--- config.mk ---
export PLATFORM = sky130hd
export DESIGN_NAME = otter_intr_ctrl
export DESIGN_NICKNAME = d
export VERILOG_FILES = /design/src/rtl/otter_intr_pkg.sv /design/src/rtl/intr_sync_edge.sv /design/src/rtl/otter_intr_ctrl.sv
export SDC_FILE = /design/constraint.sdc
export NUM_CORES = 1
export LEC_CHECK = 0
export CORE_MARGIN = 10
export CORE_UTILIZATION = 32
export DETAILED_ROUTE_END_ITERATION = 10
export HOLD_SLACK_MARGIN = 0.06
export SETUP_SLACK_MARGIN = 0.4
export SLEW_MARGIN = 20
export SYNTH_ARGS = -nofsm -noshare
export SYNTH_HDL_FRONTEND = slang
export SYNTH_HIERARCHICAL = 1
export SYNTH_SLANG_ARGS = --single-unit
--- constraint.sdc ---
create_clock -name CLK -period 2.5 [get_ports CLK]
set_clock_uncertainty 0.05 [all_clocks]
set_input_delay 0.375 -clock CLK [delete_from_list [all_inputs] [get_ports CLK]]
set_output_delay 0.375 -clock CLK [all_outputs]
set_load 0.005 [all_outputs]
--- src/rtl/otter_intr_pkg.sv ---
// Shared types and register map for the OTTER interrupt controller.
package otter_intr_pkg;

  typedef enum logic [1:0] {
    IDLE    = 2'd0,
    REQ     = 2'd1,
    SERVICE = 2'd2
  } intr_state_t;

  localparam logic [1:0] INTR_ENABLE  = 2'd0;
  localparam logic [1:0] INTR_PENDING = 2'd1;
  localparam logic [1:0] INTR_CLAIM   = 2'd2;
  localparam logic [1:0] INTR_STATUS  = 2'd3;

  localparam int unsigned CLAIM_INSVC_BIT = 31;
  localparam int unsigned STATUS_ERR_BIT  = 2;

endpackage

--- src/rtl/intr_sync_edge.sv ---
// Synchronizes one asynchronous interrupt line and emits a registered one-cycle
// pulse on each rising edge.
module intr_sync_edge #(
  parameter int unsigned SYNC_STAGES = 2
) (
  input  logic CLK,
  input  logic RST,
  input  logic irq_async,
  output logic rise
);

  logic [SYNC_STAGES-1:0] sync_q;
  logic                   prev_q;
  logic                   rise_q;

  always_ff @(posedge CLK) begin
    if (RST) begin
      sync_q <= '0;
      prev_q <= 1'b0;
      rise_q <= 1'b0;
    end else begin
      sync_q <= {sync_q[SYNC_STAGES-2:0], irq_async};
      prev_q <= sync_q[SYNC_STAGES-1];
      rise_q <= sync_q[SYNC_STAGES-1] & ~prev_q;
    end
  end

  assign rise = rise_q;

endmodule

--- src/rtl/otter_intr_ctrl.sv ---
// Request-side interrupt controller: latches edge events as pending, arbitrates
// lowest-index-first and runs the INTR / INT_TAKEN / MRET handshake with the MCU.
module otter_intr_ctrl
  import otter_intr_pkg::*;
#(
  parameter int unsigned N_SRC       = 8,
  parameter int unsigned SYNC_STAGES = 2
) (
  input  logic             CLK,
  input  logic             RST,
  input  logic [N_SRC-1:0] IRQ_IN,
  input  logic             CSR_MSTATUS,
  input  logic             INT_TAKEN,
  input  logic             CSR_MRET,
  output logic             INTR,
  input  logic             IO_SEL,
  input  logic [1:0]       IO_ADDR,
  input  logic             IO_WR,
  input  logic [31:0]      IO_WD,
  output logic [31:0]      IO_RD
);

  logic [N_SRC-1:0] rise;
  logic [N_SRC-1:0] enable_q;
  logic [N_SRC-1:0] pending_q, pending_d;
  logic [N_SRC-1:0] active;
  logic [N_SRC-1:0] claim_mask;
  logic [N_SRC-1:0] w1c_mask;
  logic [N_SRC-1:0] take_mask;
  logic [3:0]       claim_id_q;
  logic [3:0]       win_id;
  intr_state_t      state_q;
  logic             intr_q;
  logic             err_q, err_d;
  logic             wr_en;
  logic             take;
  logic             claim_active;
  logic             unused_wd;

  for (genvar i = 0; i < N_SRC; i++) begin : g_src
    intr_sync_edge #(
      .SYNC_STAGES(SYNC_STAGES)
    ) u_sync_edge (
      .CLK      (CLK),
      .RST      (RST),
      .irq_async(IRQ_IN[i]),
      .rise     (rise[i])
    );
  end

  assign unused_wd    = ^IO_WD;
  assign wr_en        = IO_SEL & IO_WR;
  assign take         = (state_q == REQ) & INT_TAKEN;
  assign active       = pending_q & enable_q;
  assign claim_mask   = N_SRC'(1) << claim_id_q;
  assign claim_active = |(active & claim_mask);
  assign w1c_mask     = (wr_en && IO_ADDR == INTR_PENDING) ? IO_WD[N_SRC-1:0] : '0;
  assign take_mask    = take ? claim_mask : '0;
  // A fresh edge beats any clear landing in the same cycle.
  assign pending_d    = (pending_q & ~(w1c_mask | take_mask)) | rise;

  always_comb begin
    win_id = '0;
    for (int i = N_SRC - 1; i >= 0; i--) begin
      if (active[i]) win_id = 4'(i);
    end
  end

  always_comb begin
    err_d = err_q;
    if (wr_en && IO_ADDR == INTR_STATUS && IO_WD[STATUS_ERR_BIT]) err_d = 1'b0;
    if ((INT_TAKEN && state_q != REQ) || (CSR_MRET && state_q != SERVICE)) err_d = 1'b1;
  end

  always_ff @(posedge CLK) begin
    if (RST) begin
      enable_q  <= '0;
      pending_q <= '0;
      err_q     <= 1'b0;
    end else begin
      if (wr_en && IO_ADDR == INTR_ENABLE) enable_q <= IO_WD[N_SRC-1:0];
      pending_q <= pending_d;
      err_q     <= err_d;
    end
  end

  always_ff @(posedge CLK) begin
    if (RST) begin
      state_q    <= IDLE;
      claim_id_q <= '0;
      intr_q     <= 1'b0;
    end else begin
      unique case (state_q)
        IDLE: begin
          if (|active && CSR_MSTATUS) begin
            claim_id_q <= win_id;
            state_q    <= REQ;
            intr_q     <= 1'b1;
          end
        end
        REQ: begin
          if (INT_TAKEN) begin
            state_q <= SERVICE;
            intr_q  <= 1'b0;
          end else if (!claim_active || !CSR_MSTATUS) begin
            state_q <= IDLE;
            intr_q  <= 1'b0;
          end
        end
        SERVICE: begin
          intr_q <= 1'b0;
          if (CSR_MRET) state_q <= IDLE;
        end
        default: begin
          state_q <= IDLE;
          intr_q  <= 1'b0;
        end
      endcase
    end
  end

  assign INTR = intr_q;

  always_comb begin
    IO_RD = '0;
    unique case (IO_ADDR)
      INTR_ENABLE:  IO_RD = 32'(enable_q);
      INTR_PENDING: IO_RD = 32'(pending_q);
      INTR_CLAIM: begin
        IO_RD[3:0]             = claim_id_q;
        IO_RD[CLAIM_INSVC_BIT] = (state_q == SERVICE);
      end
      INTR_STATUS: begin
        IO_RD[1:0]            = state_q;
        IO_RD[STATUS_ERR_BIT] = err_q;
      end
      default: IO_RD = '0;
    endcase
  end

endmodule

==> results.md <==
Run status:
- The flow ran to the end, and the final reports show no timing, DRC or antenna violations.

STA:
- The number of failing hold endpoints at the final stage is 0.
- The post-route minimum period is about 2.1 ns.
- The number of failing setup endpoints in the final timing report is 0.
- Adding up every negative setup slack in the final design gives 0 ns.
- The fraction of the cycle the final worst path needs is 82.10%.
- The worst-margin pin slew is 0.5984 ns.
- The number of max-slew violations in the final report is 0.
- The worst pin sits at a relative slew slack of roughly three fifths.
- For this run, the top clock speed supported by timing is 0.4872 GHz.
- Setup repair after global routing could not meet its margin everywhere.

Critical path:
- The required time of the critical path is between 2 and 2.5 ns.
- The worst setup path is launched from a flip-flop.
- The worst setup path is captured at a primary output.
- The reg-to-reg setup timing slack is approximately 0.67 ns.
- For the worst setup path, the data arrival time is roughly 1.6 ns.
- The type of the worst setup path is reg -> out.
- The startpoint of the worst-slack reg-to-reg timing path is pending_q[4].
- The destination of the worst register-to-register timing path is INTR.
- The number of cells on the worst reg-to-reg path is 5.
- The maximum fanout along the worst path is 8.

Detailed routing:
- The violation count after the first detailed-route iteration is 76.
- The total vias in the final route is about 1700.
- The final antenna-violating net count is 0.
- The total iterations of the first detailed-routing run is 4.
- In the routed layout, each cell is associated on average with a via count of about 4.6.
- The remaining routing DRC violations is 0.
- The final routed wirelength across all metal layers is 5159 um.
- Dividing the detail-routed wire length by the instance count gives around 14 um.

Floorplanning:
- The initial cell density of the core is between 30% and 40%.
- The die is around 110 um wide.
- The floorplan has 31 rows.
- The die covers between 10000 and 15000 um2.
- The die extent in y is 105.8 um.
- The total core area is approximately 7200 um2.
- The number of top-level pins is 82.

Min path:
- In this run the worst hold path is classified as in -> reg.
- The sink of the worst hold path is g_src[1].u_sync_edge/sync_q[0].
- Along the worst hold path, the cell count comes to 2.
- The worst hold path begins at RST.

Logic synthesis:
- In this run, synthesis inferred 0 flip-flops with an integrated enable.
- The share of synthesized cell area in full adder, half adder and majority cells is 0%.
- sky130_fd_sc_hd__dfxtp_1 takes more of the synthesized area than any other cell.
- The synthesized-area fraction occupied by ao, oa, aoi and oai cells is 12.10%.
- The simple-gate area share of the yosys netlist is around 22%.
- After synthesis, flip-flops and latches occupy between 40% and 50% of the total area.
- The proportion of synthesized area in mux cells is slightly above 9%.
- Yosys attributes the largest share of cell area to sky130_fd_sc_hd__dfxtp_1 47%, sky130_fd_sc_hd__buf_4 7.6%, sky130_fd_sc_hd__nor2b_1 6.9%.
- Yosys printed 6 warnings.
- The xor/xnor cell area share of the yosys netlist is 0%.
- Synthesis inferred 55 register bits.
- Synthesis produced 238 cells.
- The fraction of registers with async set/reset is 0%.
- The mean post-synth cell area is roughly 10 um2.
- The number of distinct library cells after synthesis is 37.
- By area, the combinational part of the netlist is dominated by simple AND/OR/NAND/NOR gates.
- For this run, the leading register cell type out of synthesis is sky130_fd_sc_hd__dfxtp_1.
- The synthesized design devotes to its leading area cell type roughly 47% of total area.
- Summing every instance area after synthesis gives 2357 um2.

Finish:
- The number of filler instances in the final layout is around 730.
- The top cell types in the final layout, fill and taps aside, are 51 x sky130_fd_sc_hd__dfxtp_1, 30 x sky130_fd_sc_hd__nor2_1, 30 x sky130_fd_sc_hd__clkdlybuf4s50_1.
- Cells with a size suffix above 1 make up about 14% of the layout.
- The antenna diode count is 0.
- Summing all multi-input logic gate instances after layout gives between 1000 and 1500 um2.
- Relative to the synthesized area, the layout overhead comes to 22.24%.
- The most common cell after layout, fill and taps aside is sky130_fd_sc_hd__dfxtp_1.
- Registers take roughly 1100 um2.
- At the end of the flow, the number of nets in the layout was about 330.

Global route:
- The first global-routing pass estimated 8252 um of wire.
- Entering global routing, the biggest net connects 55 pins.
- The total track usage is under 10%.
- The via count of the first global-routing pass is approximately 1700.
- The initial antenna violation count is 0.
- Global routing finished with a remaining overflow of 0.

Clock network:
- The root buffer cell chosen for the clock tree is sky130_fd_sc_hd__clkbuf_8.
- The post-CTS clock slew at the launch and capture registers of the worst setup and hold paths is 0.10 ns.
- The total clock buffers created by CTS is 5.
- Counting along the longest clock path gives a buffer depth of 2.
- TritonCTS built the clock tree.
- The number of sinks on the clock net is between 50 and 60.
- The number of hold buffers added after CTS is 0.
- The insertion delay to the later sink of the worst-skew pair is about 0.32 ns.
- The H-tree depth is 2.

Place:
- The HPWL after detailed placement is roughly 3700 um.
- The count of input and output buffers is 34.
- The congestion estimate from routability-driven global placement came to roughly 0.83.

Power:
- The sequential share of power is between 50 and 60%.
- The internal power of the cells totals about 0.0013 W.
- The leakage power is around 1.1 nW.
- The net load switching power is 0.0003928 W.
- The clock network burns about 37% of the power.
- In this run the power density over the cells is slightly below 600 nW/um2.
- The part of the power in combinational logic is ~8.0%.
- The total power consumption of the routed design is roughly 0.0017 W.
- The share of total power consumed by net switching is between 20% and 30%.
- The peak supply drop is 317.9 uV.

Job:
- The tool flagged a number of max-cap violations equal to 0.
[routing by layer]
layer | routed length (um) | track usage, % | share of wire, %
met1 | 2403 | 11.17 | 47
met4 | 44 | 2.031 | 0.85
met5 | 0 | 0 | 0
met2 | 2302 | 13.65 | 45
met3 | 409 | 4.141 | 7.9
[state kept, by name (all words and copies together), names as in the netlist]
register,flops
pending_q,8
claim_id_q,3
enable_q,8
g_src.u_sync_edge/sync_q,16
g_src.u_sync_edge/rise,8
err_q,1
INTR,1
state_q,2
g_src.u_sync_edge/prev_q,8
[power groups by stage]
stage / logic (W) / clock network [W] / registers (W)
CTS: 0.000135 / 0.000636 / 0.000918
finish: 0.000134 / 0.000625 / 0.000917
global placement: 0.000132 / 0 / 0.000938
detailed placement: 0.000133 / 0 / 0.000939
global route: 0.000149 / 0.000672 / 0.000920
floorplan: 0.0000886 / 0 / 0.000934
[cell type report]
| cell class | instances | area share, % |
|---|---|---|
| clock inverter | 3 | 1.737 |
| timing repair buffer | 41 | 13.68 |
| tap | 99 | 4.299 |
| inverter | 4 | 0.5211 |
| multi-input combinational | 172 | 38.82 |
| sequential | 55 | 38.56 |
| clock buffer | 5 | 2.388 |
[worst max-delay path, stage by stage, from the launching register on]
cell                              delay [ns]
sky130_fd_sc_hd__dfxtp_2                0.37
sky130_fd_sc_hd__mux4_2                 0.48
sky130_fd_sc_hd__clkdlybuf4s50_1        0.47
[repair_timing]
item,in CTS,in global routing
gates resized for setup,11,6
pin swaps,0,0
setup endpoints to repair,9,4
buffers inserted,0,1
[synthesized netlist by cell type, types with 2 or more instances]
cell,instances
sky130_fd_sc_hd__buf_2,2
sky130_fd_sc_hd__inv_1,4
sky130_fd_sc_hd__o311ai_0,2
sky130_fd_sc_hd__nor2b_1,26
sky130_fd_sc_hd__mux4_2,3
sky130_fd_sc_hd__a31oi_1,2
sky130_fd_sc_hd__o21ai_0,2
sky130_fd_sc_hd__a22oi_1,11
sky130_fd_sc_hd__buf_4,24
sky130_fd_sc_hd__nand3_1,4
sky130_fd_sc_hd__mux2i_1,15
sky130_fd_sc_hd__nand2b_1,2
sky130_fd_sc_hd__nor2_1,30
sky130_fd_sc_hd__clkbuf_1,2
sky130_fd_sc_hd__nor3b_2,8
sky130_fd_sc_hd__a32oi_1,2
sky130_fd_sc_hd__nand2_1,12
sky130_fd_sc_hd__nand4_1,3
sky130_fd_sc_hd__dfxtp_1,55
sky130_fd_sc_hd__a21oi_1,12
[through the flow]
step | hold slack [ns] | cells | setup slack (ns) | util (%) | instance area [um2]
after floorplan | 0.3368 | 260 | 0.8647 | - | 2440
after global placement | 0.3430 | 370 | 0.07480 | 37.89 | 2734
after detailed placement | 0.3462 | 370 | 0.09343 | 37.89 | 2734
after CTS | 0.1535 | 378 | 0.4052 | 39.80 | 2872
after global routing | 0.1487 | 379 | 0.3992 | 39.94 | 2882
final | 0.1573 | 379 | 0.4476 | 39.94 | 2882
[cell families (layout without fill, tap and decap cells)]
kind of cell	Yosys count	count (layout)
AND/OR/NAND/NOR	91	91
flip-flops	55	55
AO/OA/AOI/OAI	40	40
buffers and inverters	33	53
multiplexers	18	18
other	1	23
[how the worst max path moves through the flow]
stage / from / end / slack (ns) / cells after the start
after global routing: state_q[1] / IO_RD[1] / 0.40 / 2
after CTS: claim_id_q[1] / IO_RD[1] / 0.41 / 2
after detailed placement: IO_ADDR[1] / IO_RD[31] / 0.09 / 4
final: state_q[1] / IO_RD[1] / 0.45 / 2
after floorplan: pending_q[5] / INTR / 0.86 / 5
after global placement: IO_ADDR[0] / IO_RD[3] / 0.07 / 5
Note: power is estimated with default switching activity, not from simulation.
